<file path="config.mk">
export PLATFORM = sky130hd
export DESIGN_NAME = countdown_ctrl
export DESIGN_NICKNAME = d
export VERILOG_FILES = /design/src/rtl/countdown_ctrl.sv
export SDC_FILE = /design/constraint.sdc
export NUM_CORES = 1
export LEC_CHECK = 0
export BUFFER_PORTS_ARGS = -buffer_cell sky130_fd_sc_hd__buf_2
export CAP_MARGIN = 5
export CORE_ASPECT_RATIO = 0.7
export CORE_MARGIN = 3
export CORE_UTILIZATION = 65
export DETAILED_ROUTE_END_ITERATION = 7
export PLACE_DENSITY = 0.82
export SKIP_CTS_REPAIR_TIMING = 1
export SKIP_LAST_GASP = 1
export SLEW_MARGIN = 20
export SYNTH_ARGS = -nofsm -noshare
export SYNTH_HDL_FRONTEND = slang
export SYNTH_SLANG_ARGS = --single-unit
</file>
<file path="constraint.sdc">
create_clock -name clk -period 5.6 [get_ports clk]
set_clock_uncertainty 0.1 [all_clocks]
set_input_delay 1.68 -clock clk [delete_from_list [all_inputs] [get_ports clk]]
set_output_delay 1.68 -clock clk [all_outputs]
set_load 0.05 [all_outputs]
</file>
<file path="src/rtl/countdown_ctrl.sv">
// countdown_ctrl: HH:MM:SS countdown sequencer with digit editing, pause and alarm.
// Digits are six BCD nibbles, index 0 = sec_1 up to index 5 = hr_10.

module countdown_ctrl #(
    parameter int ALARM_SECS = 10
) (
    input  logic       clk,
    input  logic       reset,
    input  logic       sec_tick,
    input  logic       up,
    input  logic       down,
    input  logic       left,
    input  logic       right,
    input  logic       start,
    output logic [3:0] hr_10,
    output logic [3:0] hr_1,
    output logic [3:0] min_10,
    output logic [3:0] min_1,
    output logic [3:0] sec_10,
    output logic [3:0] sec_1,
    output logic [2:0] cursor,
    output logic       blink,
    output logic       running,
    output logic       alarm
);

    typedef enum logic [1:0] {
        ST_SET,
        ST_RUN,
        ST_PAUSE,
        ST_DONE
    } state_e;

    typedef logic [5:0][3:0] digits_t;

    localparam logic [5:0] ALARM_LIM = 6'(ALARM_SECS);

    // Largest legal value of a digit; hr_1 is limited to 3 once hr_10 reaches 2.
    function automatic logic [3:0] digitMax(input logic [2:0] idx, input logic [3:0] hr10);
        logic [3:0] m;
        case (idx)
            3'd1, 3'd3: m = 4'd5;
            3'd4:       m = (hr10 == 4'd2) ? 4'd3 : 4'd9;
            3'd5:       m = 4'd2;
            default:    m = 4'd9;
        endcase
        return m;
    endfunction

    function automatic digits_t bcdDecrement(input digits_t d);
        digits_t r;
        logic    borrow;
        r      = d;
        borrow = 1'b1;
        for (int i = 0; i < 6; i++) begin
            if (borrow) begin
                if (r[i] == 4'd0) begin
                    r[i] = digitMax(3'(i), 4'd0);
                end else begin
                    r[i]   = r[i] - 4'd1;
                    borrow = 1'b0;
                end
            end
        end
        return r;
    endfunction

    state_e     state_q, state_d;
    digits_t    dig_q, dig_d;
    digits_t    preset_q, preset_d;
    logic [2:0] cur_q, cur_d;
    logic       blink_q, blink_d;
    logic [5:0] alarm_cnt_q, alarm_cnt_d;
    logic [4:0] btn_prev_q;
    logic [4:0] btn_lvl;
    logic [4:0] btn_edge;
    logic [3:0] sel_digit;
    logic [3:0] sel_max;

    // Bit order gives the priority: start, up, down, left, right.
    assign btn_lvl  = {start, up, down, left, right};
    assign btn_edge = btn_lvl & ~btn_prev_q;

    always_ff @(posedge clk) begin
        if (reset) begin
            state_q     <= ST_SET;
            dig_q       <= '0;
            preset_q    <= '0;
            cur_q       <= 3'd0;
            blink_q     <= 1'b0;
            alarm_cnt_q <= 6'd0;
            btn_prev_q  <= 5'd0;
        end else begin
            state_q     <= state_d;
            dig_q       <= dig_d;
            preset_q    <= preset_d;
            cur_q       <= cur_d;
            blink_q     <= blink_d;
            alarm_cnt_q <= alarm_cnt_d;
            btn_prev_q  <= btn_lvl;
        end
    end

    always_comb begin
        state_d     = state_q;
        dig_d       = dig_q;
        preset_d    = preset_q;
        cur_d       = cur_q;
        blink_d     = 1'b0;
        alarm_cnt_d = alarm_cnt_q;
        sel_digit   = dig_q[cur_q];
        sel_max     = digitMax(cur_q, dig_q[5]);

        case (state_q)
            ST_SET: begin
                blink_d = sec_tick ? ~blink_q : blink_q;
                if (btn_edge[4]) begin
                    if (dig_q != '0) begin
                        preset_d = dig_q;
                        state_d  = ST_RUN;
                        blink_d  = 1'b0;
                    end
                end else if (btn_edge[3] || btn_edge[2]) begin
                    if (btn_edge[3]) begin
                        dig_d[cur_q] = (sel_digit >= sel_max) ? 4'd0 : sel_digit + 4'd1;
                    end else begin
                        dig_d[cur_q] = (sel_digit == 4'd0) ? sel_max : sel_digit - 4'd1;
                    end
                    // Entering the 20s must pull hr_1 back into 0..3 in the same update.
                    if (dig_d[5] == 4'd2 && dig_d[4] > 4'd3) begin
                        dig_d[4] = 4'd3;
                    end
                end else if (btn_edge[1]) begin
                    cur_d = (cur_q == 3'd5) ? 3'd0 : cur_q + 3'd1;
                end else if (btn_edge[0]) begin
                    cur_d = (cur_q == 3'd0) ? 3'd5 : cur_q - 3'd1;
                end
            end
            ST_RUN: begin
                if (btn_edge[4]) begin
                    state_d = ST_PAUSE;
                end else if (sec_tick) begin
                    dig_d = bcdDecrement(dig_q);
                    if (dig_d == '0) begin
                        state_d     = ST_DONE;
                        alarm_cnt_d = 6'd0;
                    end
                end
            end
            ST_PAUSE: begin
                if (btn_edge[4]) begin
                    state_d = ST_RUN;
                end
            end
            default: begin
                if (btn_edge != 5'd0 || (sec_tick && (alarm_cnt_q + 6'd1) == ALARM_LIM)) begin
                    dig_d   = preset_q;
                    cur_d   = 3'd0;
                    state_d = ST_SET;
                end else if (sec_tick) begin
                    alarm_cnt_d = alarm_cnt_q + 6'd1;
                end
            end
        endcase
    end

    assign hr_10   = dig_q[5];
    assign hr_1    = dig_q[4];
    assign min_10  = dig_q[3];
    assign min_1   = dig_q[2];
    assign sec_10  = dig_q[1];
    assign sec_1   = dig_q[0];
    assign cursor  = cur_q;
    assign blink   = blink_q;
    assign running = (state_q == ST_RUN);
    assign alarm   = (state_q == ST_DONE);

endmodule

</file>
---- Word level (Yosys, flattened, before mapping) ----
Index checks and enable logic that the tools add are counted.
cells by class
  $add $sub $neg .......................... 11
  order comparisons ....................... 4
  equality and inequality tests ........... 23
  muxes and demuxes ....................... 99
  bitwise logic cells ..................... 7
  reductions and logical operators ........ 29
operators by type and width
  operator               count
  $mux W24               9
  $mux W4                35
  $pmux W24 S3           1
  $bwmux W24             2
  $mux W6                5
  $logic_not A4 Y1       7
  $sub A4 B1 Y4 const B  7
  $mux W1                27
  $logic_not A24 Y1      1
  $reduce_bool A24 Y1    1
  $mux W3                7
  $ne A2 B2 Y1 const B   9
  $mux W2                7
  $bmux W4 S3            1
  $demux W4 S3           1
  $pmux W4 S3            1
  $pmux W6 S2            1
  $reduce_and A6 Y1      2
  $reduce_and A5 Y1      2
  $eq A4 B2 Y1 const B   2
  $reduce_or A2 Y1       4
  $add A6 B1 Y6 const B  1
  $eq A3 B3 Y1 const B   2
  $eq A6 B4 Y1 const B   1
  29 further kinds       37
word-level totals
  flip-flop bits (word level) ............. 65
  input port bits ......................... 8
  output and inout port bits .............. 30
  logic and storage cells ................. 190

---- Depth between registers and ports, before layout ----
  word-level depth ........................ 30
  mapped depth ............................ 16
  depth with buffers taken out ............ 13

---- Least setup slack after synthesis ----
Ideal clock, no wire load.
  path type ............................... reg-to-reg
  start point ............................. register cur_q[0] (netlist: cursor[0])
  end point ............................... register dig_q, in the netlist hr_1[2]
  setup time .............................. 87 ps
  arrival time ............................ 3787 ps
  required time ........................... 5413 ps
  path slack .............................. 1626 ps
  cell stages (with the launch flop) ...... 17
  path buffers ............................ 3
  period minus slack after synthesis ...... 3974 ps
  cells stage by stage .................... dfxtp_1 buf_2 clkbuf_1 clkbuf_1 and2_1 ha_1 nor2b_1 o21ai_0 ha_1 nand2b_1 a211oi_1 o21ai_0 nor4_1 a211oi_4 a21oi_2 o221ai_1 a221oi_2
between the ends
  longest elaborated chain between the ends .. 16
  elaborated cells between the ends (all ways) .. 32
  classes of those cells .................. add/sub (2); order compare (4); eq/ne (5); mux (17); reduce/logical (4)
RTL lines
  element                                       line  text
  start: declaration                            71    logic [2:0] cur_q, cur_d;
  start signal: assignment                      97    cur_q <= cur_d;
  $eq A3 B1 Y1 or $eq A3 B2 Y1 (tied branches)  41    case (idx)
  $reduce_or A2 Y1                              41
  $pmux W4 S3                                   41
  $ge A4 B4 Y1                                  125   dig_d[cur_q] = (sel_digit >= sel_max) ? 4'd0 : sel_digit + 4'd1;
  $mux W4                                       125
  $bwmux W24                                    125
  $mux W24 (*)                                  124   if (btn_edge[3]) begin
  $mux W24 (*)                                  123   end else if (btn_edge[3] || btn_edge[2]) begin
  $mux W24 (*)                                  117   if (btn_edge[4]) begin
  $mux W24 (*)                                  114   case (state_q)
  $gt A4 B2 Y1 or $eq A4 B2 Y1 (tied branches)  130   if (dig_d[5] == 4'd2 && dig_d[4] > 4'd3) begin
  $logic_and A1 B1 Y1                           130
  $mux W4 (*)                                   130
  $mux W24 (*)                                  123
  $mux W24 (*)                                  117
  $pmux W24 S3 (*)                              114
  end signal: assignment                        95    dig_q <= dig_d;
  end: declaration                              69    digits_t dig_q, dig_d;
Mark *: on every way between the ends. The rest lies on a longest branch, timed or not. The select of a mux whose other input is x is not followed.
A chain may end at the register's enable or synchronous reset.

---- Worst setup path in the final report ----
  start point ............................. register cur_q[0] (netlist: cursor[0])
  end point ............................... register dig_q, in the netlist sec_1[0]
between the ends
  longest elaborated chain between the ends .. 13
  elaborated cells between the ends (all ways) .. 28
  classes of those cells .................. add/sub (2); order compare (3); eq/ne (4); mux (16); reduce/logical (3)
RTL lines
  element                                       line
  $eq A3 B1 Y1 or $eq A3 B2 Y1 (tied branches)  41
  $reduce_or A2 Y1                              41
  $pmux W4 S3                                   41
  $ge A4 B4 Y1                                  125
  $mux W4                                       125
  $bwmux W24                                    125
  $mux W24 (*)                                  124
  $mux W24 (*)                                  123
  $mux W24 (*)                                  117
  $mux W24 (*)                                  114
  $mux W24 (*)                                  123
  $mux W24 (*)                                  117
  $pmux W24 S3 (*)                              114
Marks and branches as above.

==> impl_metrics.py <==
metrics = {
    "logic_synthesis": {
        "syn_area_per_cell_um2": 7.47,
        "synth_edf_count": 0,
        "syn-instance-count": 613,
        "syn_nets": 639,
        "synthFlopType": "dfxtp_1",
        "ys_async_sr_fraction": 0,
        "synthesis.area_um2": 4580,
        "synthXorXnorAreaFrac": 0.0229,
        "synth_cell_types": 74,
        "ys_seq_area_frac": 0.284,
        "synthMuxAreaShare": 0.0500,
        "synth-seq-cells": 65,
        "synth_compound_area_frac": 0.270,
        "synth_top_family_by_area": "compound AO/OA/AOI/OAI gates",
        "yosys_warnings": 0,
        "synthAdderAreaFrac": 0.0492,
        "synth-simple-area-share": 0.255,
    },
    "min_path": {
        "hold_path_end": "preset_q[15]",
        "hold_depth": 2,
        "holdCritStartpoint": "preset_q[15]",
        "hold_class": "reg -> reg",
    },
    "status": {
        "status": "finished clean",
    },
    "timing": {
        "rsz0062_at_grt": "no",
        "tns_ps": 0,
        "hold_viol_final": 0,
        "slew_headroom": 0.285,
        "slew_violations": 0,
        "min_period_over_period": 0.768,
        "post-route-min-period_ps": 4300,
        "setup_viol": 0,
        "tightestPinTransition_ps": 1070,
        "fmaxAchievable_mhz": 233,
    },
    "route": {
        "ant_nets": 0,
        "drc": 0,
        "avgRoutedWirePerCell_um": 20.3,
        "drt_iter0_drc": 588,
        "dr.pass1.iters": 6,
        "drt-vias-per-instance": 6.82,
        "vias": 4920,
        "routed_wl_mm": 14.6,
    },
    "critical_path": {
        "critPathTopFamily": "compound AO/OA/AOI/OAI gates",
        "r2r_end": "sec_1[0]",
        "endpoint_kind": "flip-flop",
        "worstSetupPathType": "reg -> reg",
        "path_max_fanout": 17,
        "path_cells": "mux4_2 -> nand2_1 -> and2_1 -> inv_2 -> ha_1 -> o21ai_0 -> o21ai_0 -> nor2_1 -> o31ai_1 -> buf_4 -> o221ai_1 -> a22oi_1 -> nor2_1",
        "required_ps": 5710,
        "worst_r2r_path_depth": 13,
        "worstReg2RegStart": "cursor[0]",
        "reg2reg_slack_ps": 1300,
        "cpPeakStageDelay_ps": 710,
        "slowest_stage": "dfxtp_1",
        "path_buf_inv": 2,
        "cp-start-kind": "flip-flop",
        "critPathArrivalTime_ps": 4410,
    },
    "clock_network": {
        "cts_max_path_buffers": 2,
        "cts-root-buf": "clkbuf_8",
        "clk_pin_slew_ps": 70,
        "clk_latency_ps": 360,
        "cts_tree": "done",
        "ctsHtreeMaxLevel": 3,
        "cts_made_buffers": 9,
        "clock-sinks": 65,
    },
    "global_routing": {
        "antenna_found_initial": 0,
        "grt_pass1_wl_mm": 23.4,
        "grt_usage": 0.363,
        "grt_max_degree": 59,
        "globalRoute.totalOverflow": 0,
        "grt_pass1_vias": 4506,
    },
    "cells_and_area": {
        "final_cell_mix": "nand2_1 (87), dfxtp_1 (65), nor2_1 (57)",
        "nets": 651,
        "drive_above_1_share": 0.138,
        "antennaDiodeCount": 0,
        "syn_to_final_growth_pct": 7.78,
        "final_common_cell": "nand2_1",
    },
    "die": {
        "ios": 38,
        "die-area_um2": 8110,
        "fp.dieW_um": 106,
        "core_um2": 6520,
        "fp-row-count": 24,
        "initial_utilization": 0.703,
        "die_h_um": 76.2,
    },
    "flow_run": {
        "cap_viol_max_count": 0,
    },
    "place": {
        "place_congestion": 0.956,
        "dp_hpwl_mm": 10.0,
        "port-buffer-count": 37,
    },
}
stage by stage:
step                cells  cell area [um^2]  worst slack [ps]   util  hold slack, ps
floorplan             613              4580              1630      -             336
global placement      705              4750              1450  0.729             342
detailed placement    705              4750              1320  0.729             351
CTS                   721              4940              1510  0.758             363
global route          721              4940              1050  0.758             377
finish                721              4940              1300  0.758             361
area by class of cell:
class / instances / area, um^2
clock buffers: 11 / 131
clock inverters: 5 / 56.3
fillers: 512 / 1580
inverters: 26 / 97.6
multi-input cells: 477 / 2980
flip-flops and latches: 65 / 1300
well taps: 91 / 114
repair buffers: 46 / 253
state kept, by name (all words and copies together), names as in the netlist:
signal,count
sec_10,4
min_1,4
blink,1
sec_1,4
alarm_cnt_q,6
min_10,4
btn_prev_q,5
cursor,3
preset_q,24
hr_10,4
hr_1,4
state_q,2
cell usage after synthesis, types with 3 or more instances:
library cell  number  area, um^2
mux2_2             5        56.3
a21oi_1           53         265
o21ai_0           33         165
inv_1             25        93.8
clkbuf_1          32         120
o221ai_1           4        35.0
nor4_1             3        18.8
or3_1              7        43.8
buf_6              5        56.3
a32oi_1            3        26.3
buf_2              7        35.0
or2_2              3        18.8
or4_1              3        22.5
a211oi_1           6        45.0
o32ai_1            3        26.3
xnor2_1            6        52.6
a22oi_1           17         128
a31oi_1           11        68.8
nand2b_1          11        68.8
nor2b_1           11        68.8
xor2_1             6        52.6
mux2i_1           15         150
o31ai_1            7        52.6
nand2_1           87         327
a22o_1             3        26.3
and2_1             5        31.3
nor2_1            57         214
o211ai_1           3        22.5
ha_1              18         225
o21a_1             3        22.5
dfxtp_1           65        1300
nor3_1            20         100
a311oi_1           4        35.0
nand3_1           13        65.1
nand4_1            7        43.8
tightest hold or removal path, stage by stage, from the launching register on:
cell and delay (ps):
dfxtp_1 310, nand2_1 50, a21oi_1 50
kinds of logic after synthesis:
kind of cell / Yosys count
simple gates: 243
compound gates: 183
buf+inv: 71
flops: 65
mux: 21
fa+ha+maj: 18
xor+xnor: 12
worst max-delay path by stage:
stage	cells past startpoint	startpoint	to	slack, ps
after global placement	8	start	sec_1[0]	1450
after detailed placement	9	down	sec_1[0]	1320
final	13	cursor[0]	sec_1[0]	1300
after floorplan	16	cursor[0]	hr_1[2]	1630
after global routing	13	cursor[0]	sec_1[0]	1050
after CTS	13	cursor[0]	sec_1[0]	1510
layer usage:
metal,vias up,routed length (um),track usage
li1,2236,-,-
met1,2207,5950,0.505
met5,-,0,0
met4,0,421,0.125
met3,53,2130,0.124
met2,424,6140,0.523
Power is not shown: default switching activity piles up to over one toggle a cycle in this logic, so the estimate is an artifact.
